==> config.mk <==
export PLATFORM = sky130hd
export DESIGN_NAME = calc_executor
export DESIGN_NICKNAME = d
export VERILOG_FILES = /design/src/rtl/calc_executor.sv
export SDC_FILE = /design/constraint.sdc
export NUM_CORES = 1
export LEC_CHECK = 0
export CAP_MARGIN = 20
export CORE_UTILIZATION = 60
export CTS_BUF_LIST = sky130_fd_sc_hd__clkbuf_16
export DETAILED_ROUTE_END_ITERATION = 7
export PLACE_DENSITY_LB_ADDON = 0.25
export SLEW_MARGIN = 20
export SYNTH_ARGS = -nofsm -noshare
export SYNTH_HDL_FRONTEND = slang
export SYNTH_SLANG_ARGS = --single-unit
==> constraint.sdc <==
create_clock -name clk -period 3.4 [get_ports clk]
set_input_delay 0.68 -clock clk [delete_from_list [all_inputs] [get_ports clk]]
set_output_delay 0.68 -clock clk [all_outputs]
set_load 0.02 [all_outputs]
==> src/rtl/calc_executor.sv <==
// Staged calculator executor: operand capture, start detect and an
// add/sub single-cycle or mul/div 8-iteration shift datapath.
module calc_executor (
  input  logic        clk,
  input  logic        reset,
  input  logic        en1,
  input  logic        en2,
  input  logic        en3,
  input  logic [7:0]  sw,
  input  logic [1:0]  op_sel,
  output logic [15:0] result,
  output logic        result_valid,
  output logic        busy,
  output logic        div_by_zero,
  output logic        negative
);

  typedef enum logic [1:0] {IDLE, BUSY, DONE} state_t;

  state_t      state;
  logic [7:0]  a;
  logic [7:0]  b;
  logic        en3_q;
  logic        armed;
  logic [1:0]  op;
  logic [15:0] wa;
  logic [7:0]  wb;
  logic [15:0] acc;
  logic [2:0]  cnt;
  logic        start;
  logic [15:0] nacc;
  logic [15:0] nwa;
  logic [7:0]  nwb;
  logic [8:0]  trial;

  // armed keeps a held-high en3 across reset release from starting
  assign start = en3 & ~en3_q & ~en1 & ~en2 & armed;

  // operand registers
  always_ff @(posedge clk or posedge reset) begin
    if (reset) begin
      a <= '0;
      b <= '0;
    end else begin
      if (en1) a <= sw;
      if (en2) b <= sw;
    end
  end

  // en3 edge history and arming after reset
  always_ff @(posedge clk or posedge reset) begin
    if (reset) begin
      en3_q <= 1'b0;
      armed <= 1'b0;
    end else begin
      en3_q <= en3;
      if (!en3) armed <= 1'b1;
    end
  end

  // one shift-add or restoring-divide iteration
  always_comb begin
    nacc  = acc;
    nwa   = wa;
    nwb   = wb;
    trial = '0;
    if (op == 2'b10) begin
      nacc = acc + (wb[0] ? wa : 16'd0);
      nwa  = {wa[14:0], 1'b0};
      nwb  = {1'b0, wb[7:1]};
    end else begin
      trial = {acc[7:0], wa[7]};
      nwa   = {wa[14:0], 1'b0};
      if (trial >= {1'b0, wb}) begin
        nacc   = {7'd0, trial - {1'b0, wb}};
        nwa[0] = 1'b1;
      end else begin
        nacc = {7'd0, trial};
      end
    end
  end

  // control FSM with registered outputs
  always_ff @(posedge clk or posedge reset) begin
    if (reset) begin
      state        <= IDLE;
      op           <= '0;
      wa           <= '0;
      wb           <= '0;
      acc          <= '0;
      cnt          <= '0;
      result       <= '0;
      result_valid <= 1'b0;
      busy         <= 1'b0;
      div_by_zero  <= 1'b0;
      negative     <= 1'b0;
    end else begin
      unique case (state)
        IDLE: if (start) begin
          op          <= op_sel;
          div_by_zero <= 1'b0;
          negative    <= 1'b0;
          wa          <= {8'd0, a};
          wb          <= b;
          acc         <= '0;
          cnt         <= '0;
          unique case (1'b1)
            op_sel == 2'b00: begin
              result       <= {7'd0, {1'b0, a} + {1'b0, b}};
              result_valid <= 1'b1;
              state        <= DONE;
            end
            op_sel == 2'b01: begin
              result       <= {8'd0, a} - {8'd0, b};
              negative     <= a < b;
              result_valid <= 1'b1;
              state        <= DONE;
            end
            op_sel == 2'b11 && b == 8'd0: begin
              result       <= 16'hFFFF;
              div_by_zero  <= 1'b1;
              result_valid <= 1'b1;
              state        <= DONE;
            end
            default: begin
              busy  <= 1'b1;
              state <= BUSY;
            end
          endcase
        end
        BUSY: begin
          if (!en3) begin
            busy  <= 1'b0;
            state <= IDLE;
          end else begin
            acc <= nacc;
            wa  <= nwa;
            wb  <= nwb;
            cnt <= cnt + 3'd1;
            if (cnt == 3'd7) begin
              result       <= (op == 2'b10) ? nacc
                                            : {nacc[7:0], nwa[7:0]};
              busy         <= 1'b0;
              result_valid <= 1'b1;
              state        <= DONE;
            end
          end
        end
        DONE: if (en1) begin
          result_valid <= 1'b0;
          state        <= IDLE;
        end
        default: state <= IDLE;
      endcase
    end
  end

endmodule

Yosys cells after proc, flatten, opt, wreduce, memory -nomap -nowiden
Cells that the tools add are included.
{"block": "word_totals", "reg_bits": 85, "in_bits": 15, "out_inout_bits": 20, "wordCells": 101}
{"block": "op_classes", "n_addsub": 5, "n_lt_le_gt_ge": 2, "eq_ne": 15, "muxes": 43, "n_bitwise": 7, "reduce_logical": 14}
{"cell": "16-bit two-way mux", "n": 10}
{"cell": "16-bit case mux with 2 select lines", "n": 3}
{"cell": "16-bit case mux with 3 select lines", "n": 1}
{"cell": "8-bit two-way mux", "n": 3}
{"cell": "16-bit adder", "n": 1}
{"cell": "8-bit case mux with 2 select lines", "n": 1}
{"cell": "2-bit != test, second input constant", "n": 7}
{"cell": "1-bit two-way mux", "n": 13}
{"cell": "2-bit two-way mux", "n": 5}
{"cell": "8-bit by 8-bit adder with 9-bit output", "n": 1}
{"cell": "9-bit by 8-bit greater-or-equal comparator with 1-bit output", "n": 1}
{"cell": "9-bit two-way mux", "n": 1}
{"cell": "8-bit by 8-bit subtractor with 9-bit output", "n": 1}
{"cell": "9-bit by 8-bit subtractor with 9-bit output", "n": 1}
{"cell": "8-bit zero test", "n": 1}
{"cell": "8-bit less-than comparator", "n": 1}
{"cell": "4-bit AND reduction", "n": 2}
{"cell": "2-bit equality test, second input constant", "n": 3}
{"cell": "3-bit two-way mux", "n": 2}
{"cell": "2-bit case mux with 3 select lines", "n": 1}
{"cell": "3-bit case mux with 2 select lines", "n": 1}
{"cell": "3-bit AND reduction", "n": 2}
{"cell": "6-bit AND reduction", "n": 1}
{"cell": "5-bit AND reduction", "n": 1}
{"cell": "15 further kinds", "n": 22}

Depth between registers and ports, before layout
Gate-level depths: netlist of run 1.
{"block": "depth", "depth_word": 7, "ltp_mapped": 11, "mapped_depth_nobuf": 11}

Least setup slack after synthesis of run 1
Ideal clock, no wire load.
{"block": "synth_timing", "path_type": "register -> register", "from": "register wb[0]", "to": "register result[13]", "setup_time_ns": 0.104, "arrival_time_ns": 2.338, "required_ns": 3.296, "setup_slack_ns": 0.958, "stages_incl_launch_ff": 11, "n_path_buf": 1, "period_less_slack_ns": 2.442, "path_cell_list": "dfrtp_1 clkbuf_1 and2_1 ha_1 and2_1 a21o_1 a41oi_2 o21bai_2 o31ai_2 xor2_1 o311ai_1"}
{"block": "synth_between", "elab_chain_cells": 7, "elab_cells_between_ends": 10, "cone_classes": "2 x add/sub; 1 x order compare; 7 x mux"}
{"element": "start: declaration", "line": "27", "text": "logic [7:0] wb;"}
{"element": "start signal: assignment", "line": "138", "text": "wb <= nwb;"}
{"element": "16-bit two-way mux (tied with other cells)", "line": "68", "text": "nacc = acc + (wb[0] ? wa : 16'd0);"}
{"element": "16-bit adder / 9-bit two-way mux (equally long branches)", "line": "68, 74"}
{"element": "16-bit two-way mux *", "line": "67", "text": "if (op == 2'b10) begin"}
{"element": "16-bit two-way mux *", "line": "141", "text": "result <= (op == 2'b10) ? nacc"}
{"element": "16-bit two-way mux *", "line": "140", "text": "if (cnt == 3'd7) begin"}
{"element": "16-bit two-way mux *", "line": "132", "text": "if (!en3) begin"}
{"element": "16-bit case mux with 2 select lines *", "line": "98", "text": "unique case (state)"}
{"element": "end signal: assignment", "line": "109", "text": "result <= {7'd0, {1'b0, a} + {1'b0, b}};"}
{"element": "end signal: assignment", "line": "114", "text": "result <= {8'd0, a} - {8'd0, b};"}
{"element": "end signal: assignment", "line": "141"}
{"element": "end: declaration", "line": "11", "text": "output logic [15:0] result,"}
Every way passes the cells marked *; elsewhere a longest branch is shown, timed or not. The select of a mux whose other input is x is not followed.
A chain may end at the register's enable or synchronous reset.

Final worst setup path of run 1
{"block": "layout_timing", "from": "register wb[0]", "to": "register result[12]"}
The elaborated chain is that of the path after synthesis.

==> results of run 1 <==
-- cell type report --
class	count	area [µm²]
clock inverter	7	114
clock buffer	9	225
sequential	85	2130
fill	722	2690
inverter	30	114
tap	129	161
timing repair buffer	46	443
multi-input combinational	520	3450
-- report_power, final --
group          switching (mW)  internal [mW]  leakage (nW)
logic                   0.870          0.664          1.81
registers               0.210           1.20          1.07
clock network           0.410          0.715         0.165
total                    1.49           2.57          3.05
-- registers in the layout, summed over array words and instances (netlist names), 2 cells and up --
| signal | cells |
|---|---|
| wb | 8 |
| acc | 16 |
| op | 2 |
| wa | 16 |
| state | 2 |
| cnt | 3 |
| b | 8 |
| a | 8 |
| result | 16 |
-- worst register-to-register path, stage by stage (launching register included) --
cell	delay (ns)
dfrtp_1	0.58
and2_1	0.25
ha_1	0.20
fa_1	0.40
a21oi_1	0.29
o21bai_4	0.12
a21o_2	0.22
a41oi_1	0.25
xnor2_1	0.18
o21ai_0	0.16
o21ai_0	0.22
-- cells by family after synthesis --
logic type / share of synthesized area [%]
AND/OR/NAND/NOR: 18.1
AO/OA/AOI/OAI: 23.9
flip-flops: 36.6
buffers and inverters: 4.05
adder cells (fa/ha/maj): 10.4
XOR/XNOR: 3.17
multiplexers: 3.70
-- synth_stat cells (9+ instances only) --
cell	n
a21o_1	11
a21oi_1	45
a31oi_1	14
and2_1	19
clkbuf_1	15
dfrtp_1	85
ha_1	42
inv_1	30
mux2_2	12
nand2_1	91
nand2b_1	13
nand3_1	20
nor2_1	51
o21ai_0	53
o22ai_1	9
xnor2_1	16
-- per-stage QoR --
step                      std cells  hold slack, ns  cell area [µm²]
after floorplan                 661           0.426             5810
after global placement          810           0.449             6300
after detailed placement        810           0.461             6300
after CTS                       826           0.476             6640
after global routing            826           0.486             6640
final                           826           0.474             6640
-- worst paths after layout --
| path | to | slack [ns] |
|---|---|---|
| worst max-delay path | result[12]$_DFFE_PP0P_ | 0.45 |
| worst min-delay path | armed$_DFFE_PP0N_ | 0.47 |
| worst max register to register | result[12]$_DFFE_PP0P_ | 0.45 |
| worst min register to register | armed$_DFFE_PP0N_ | 0.47 |
| max in group asynchronous | acc[15]$_DFFE_PP0P_ | 2.00 |
| min in group asynchronous | a[2]$_DFFE_PP0P_ | 0.72 |
-- metal layers --
metal  vias up  share of wire, %
met5         -                 0
li1       2424                 -
met2       219                47
met3        46               6.5
met4         0               3.8
met1      2507                43
==> impl_metrics.json, run 1 <==
{
  "status": "completed",
  "clk_pin_slew_ns": 0.06,
  "reg2reg_depth": 10,
  "fp.dieH_um": 100,
  "slowest_stage": "dfrtp_1",
  "netlist_instances": 661,
  "maxCapViolCount": 0,
  "use_met1_pct": 45.0,
  "clk-insertion-delay-late_ns": 0.34,
  "cts_setup_buffers": 0,
  "place.gp.congestion": 1.06,
  "cellPowerDensity_mw_per_mm2": 613,
  "cts_buffers": 9,
  "slew_viol_final": 0,
  "grt_util_met2_pct": 54.0,
  "met3_usage_pct": 6.89,
  "remaining_drc_errors": 0,
  "setup_tns_ns": 0,
  "r2r_start": "wb[0]$_DFFE_PP0P_",
  "h-tree-depth": 3,
  "worstPathRequired_ns": 3.66,
  "cts_tree": "built",
  "yosys_register_bits": 85,
  "ir_worst_vdd_uv": 390,
  "slew_headroom_pct": 30.1,
  "drive_above_1_share_pct": 9.47,
  "start_util_pct": 62.3,
  "antenna_found_initial": 0,
  "crit_path_max_incr_delay_ns": 0.58,
  "fin_crit_ns": 2.95,
  "drt-initial-drc-count": 422,
  "antenna_left": 0,
  "grt_usage_pct": 34.1,
  "path_max_fanout": 18,
  "grt_max_degree": 52,
  "yosysWarnings": 0,
  "vias_per_cell": 6.29,
  "ys.flop_type": "dfrtp_1",
  "diodes": 0,
  "finalHoldViolations": 0,
  "yosys.area.top_type": "dfrtp_1",
  "wirelength_mm": 15.8,
  "worst_pin_slew_ns": 1.05,
  "io_pins": 35,
  "syn_nets": 722,
  "setup_violations": 0,
  "critPathCaptureType": "register",
  "skew_ns": 0.00669,
  "synthTopCellsByArea": "dfrtp_1, ha_1, nand2_1, o21ai_0, a21oi_1",
  "path_class": "register to register",
  "cp_num_buf_inv": 0,
  "leakagePower_nw": 3.05,
  "hpwl_mm": 11.6,
  "rsz0062_at_grt": "no",
  "grt_pass1_wl_mm": 26.4,
  "layout.nets": 753,
  "path_depth": 10,
  "die_area_mm2": 0.0101,
  "dieWidth_um": 100,
  "num_rows": 35,
  "final_cell_mix": "nand2_1, dfrtp_1, o21ai_0, nor2_1, a21oi_1",
  "crit_chain": "and2_1 > ha_1 > fa_1 > a21oi_1 > o21bai_4 > a21o_2 > a41oi_1 > xnor2_1 > o21ai_0 > o21ai_0",
  "cp_data_arrival_time_ns": 3.21,
  "synth_area_mm2": 0.00581,
  "yosysSeqAreaShare_pct": 36.6,
  "worstHoldStart": "armed$_DFFE_PP0N_",
  "dr.pass1.iters": 5,
  "clock-sinks": 85,
  "grt_pass1_vias": 5116,
  "grt.busiest_layer": "met2",
  "vias": 5196,
  "final_common_cell": "nand2_1",
  "wl_per_cell_um": 19.1,
  "synth_edf_count": 0,
  "port_buffers": 34,
  "crit_family": "compound AO/OA/AOI/OAI gates",
  "fin_ws_ns": 0.448,
  "overflow": 0,
  "root_buffer": "clkbuf_16",
  "yosys.area.top_type_share_pct": 36.6,
  "avgSynthCellArea_um2": 8.79,
  "dp_slack_ns": 0.535,
  "cts_resized": 0,
  "synth_cell_types": 76,
  "fmax_mhz": 339,
  "async_reset_ff_share_pct": 100,
  "clockBufferDepth": 2,
  "fin_crit_sh_pct": 86.8,
  "syn2layout_area_growth_pct": 14.2,
  "hp-class": "register to register",
  "cts_hold_buffers": 0,
  "power_mw": 4.06,
  "critPathLaunch": "wb[0]$_DFFE_PP0P_",
  "core_mm2": 0.00933,
  "hold_depth": 1,
  "startpoint_type": "register",
  "crit_top_cell": "o21ai_0",
  "utilization_pct": 71.1
}
(Power assumes the default switching activity.)
==> run 2, diff against run 1 <==
- CTS_CLUSTER_DIAMETER: unset -> 60
==> results of run 2 <==
No change in the layout: final DEF, timing and power equal those of run 1.
==> run 3, diff against run 2 <==
- CAP_MARGIN: 20 -> unset
- clock period: 3.4 -> 3.32 ns (I/O delays scaled with it)
==> run 3 against run 2 <==
Against the previous run:
- flip-flop and latch count stayed put
- clock-buffer cell count did not move
- via count rose by 0.21%
- die area unchanged
- non-clock buffer count unchanged
- clock power is 11% lower
- first-iteration DRC count shrank 10%
- critical path type unchanged
- critical endpoint is now result[8]$_DFFE_PP0P_
- largest power group unchanged
==> impl_metrics.json, run 3 (synthesis results as in run 1) <==
{
  "layout.nets": 753,
  "grt_pass1_wl_mm": 25.3,
  "top_layer_used": "met4",
  "slowest_stage": "dfrtp_1",
  "fin_crit_ns": 2.91,
  "remaining_drc_errors": 0,
  "die_area_mm2": 0.0101,
  "grt_pass1_vias": 4959,
  "cts_hold_buffers": 0,
  "antenna_found_initial": 0,
  "fin_area_mm2": 0.00659,
  "fp.dieH_um": 100,
  "wl_met2_mm": 7.41,
  "cts_resized": 0,
  "top_regs": "acc x16, result x16, wa x16",
  "dp_slack_ns": 0.484,
  "crit_path_max_incr_delay_ns": 0.57,
  "met1_length_mm": 6.49,
  "dp_cells": 810,
  "fin_ws_ns": 0.411,
  "io_pins": 35,
  "grt_usage_pct": 32.8,
  "clockBufferDepth": 2,
  "root_buffer": "clkbuf_16",
  "fin_cells": 826,
  "setup_violations": 0,
  "port_buffers": 34,
  "cellPowerDensity_mw_per_mm2": 609,
  "cp_num_buf_inv": 0,
  "placed_area_mm2": 0.00630,
  "hpwl_mm": 11.5,
  "wl_per_cell_um": 18.8,
  "grt_max_degree": 53,
  "setup_tns_ns": 0,
  "clk_pin_slew_ns": 0.06,
  "num_rows": 35,
  "start_util_pct": 62.3,
  "crit_family": "compound AO/OA/AOI/OAI gates",
  "antenna_left": 0,
  "clock-sinks": 85,
  "h-tree-depth": 3,
  "slew_headroom_pct": 29.6,
  "hp-class": "register to register",
  "cts_buffers": 9,
  "worstPathRequired_ns": 3.60,
  "crit_chain": "and2_1 > ha_1 > fa_1 > a21oi_1 > o21bai_4 > a2111oi_0 > a31oi_1 > o311a_1 > o211ai_1 > a22o_1",
  "leakagePower_nw": 3.02,
  "clk-insertion-delay-late_ns": 0.34,
  "drive_above_1_share_pct": 9.61,
  "fmax_mhz": 344,
  "vias_per_cell": 6.30,
  "ir_worst_vdd_uv": 332,
  "critPathCaptureType": "register",
  "core_mm2": 0.00933,
  "cts_tree": "built",
  "rsz0062_at_grt": "no",
  "drt-initial-drc-count": 379,
  "finalHoldViolations": 0,
  "place.gp.congestion": 1.06,
  "final_common_cell": "nand2_1",
  "syn2layout_area_growth_pct": 13.4,
  "power_mw": 4.01,
  "path_class": "register to register",
  "startpoint_type": "register",
  "vias": 5207,
  "status": "completed",
  "slew_viol_final": 0,
  "cp_data_arrival_time_ns": 3.19,
  "maxCapViolCount": 0,
  "worst_pin_slew_ns": 1.06,
  "fill_cells": 714,
  "wirelength_mm": 15.5,
  "final_cell_mix": "nand2_1, dfrtp_1, o21ai_0, nor2_1, a21oi_1",
  "overflow": 0,
  "dr.pass1.iters": 5,
  "cts_setup_buffers": 0,
  "fin_crit_sh_pct": 87.6,
  "diodes": 0,
  "dieWidth_um": 100,
  "path_max_fanout": 18,
  "met3_length_mm": 1.05,
  "skew_ns": 0.00979
}
-- run 3: changes by cell type in the layout (fill, tap and decap cells not counted) --
cell        change
clkinv_4        +1
bufinv_16       -2
clkinvlp_4      +1
clkinv_1        -1
inv_6           -1
clkinv_2        +2
-- run 3: area by class of cell --
class	instances	area, µm²	area share (%)
Sequential cell	85	2130	32.3
Timing Repair Buffer	46	443	6.72
Inverter	30	114	1.73
Tap cell	129	161	2.45
Clock inverter	7	67.6	1.03
Multi-Input combinational cell	520	3450	52.4
Clock buffer	9	225	3.42
-- run 3: worst paths after layout --
kind | startpoint | to | slack, ns | cells past startpoint
worst min-delay path | armed$_DFFE_PP0N_ | armed$_DFFE_PP0N_ | 0.47 | 1
max in group asynchronous | reset | result[13]$_DFFE_PP0P_ | 1.95 | 3
worst max-delay path | wb[0]$_DFFE_PP0P_ | result[8]$_DFFE_PP0P_ | 0.41 | 10
worst max register to register | wb[0]$_DFFE_PP0P_ | result[8]$_DFFE_PP0P_ | 0.41 | 10
min in group asynchronous | reset | result[7]$_DFFE_PP0P_ | 0.70 | 2
worst min register to register | armed$_DFFE_PP0N_ | armed$_DFFE_PP0N_ | 0.47 | 1
-- run 3: routing by layer --
layer / vias up / track usage (%)
met1: 2500 / 43.8
met2: 244 / 53.1
met3: 42 / 5.29
met5: - / 0
met4: 0 / 13.7
li1: 2421 / -
-- run 3: report_power, final --
| group | internal [mW] | leakage (nW) | switching [mW] | total, mW |
|---|---|---|---|---|
| logic | 0.681 | 1.81 | 0.887 | 1.57 |
| clock network | 0.579 | 0.143 | 0.426 | 1.01 |
| registers | 1.22 | 1.07 | 0.214 | 1.44 |
| total | 2.48 | 3.02 | 1.53 | 4.01 |
-- run 3: per-stage QoR --
step,util [%],hold slack [ns]
floorplan,-,0.426
global placement,67.5,0.451
detailed placement,67.5,0.448
CTS,70.6,0.468
global route,70.6,0.497
finish,70.6,0.467
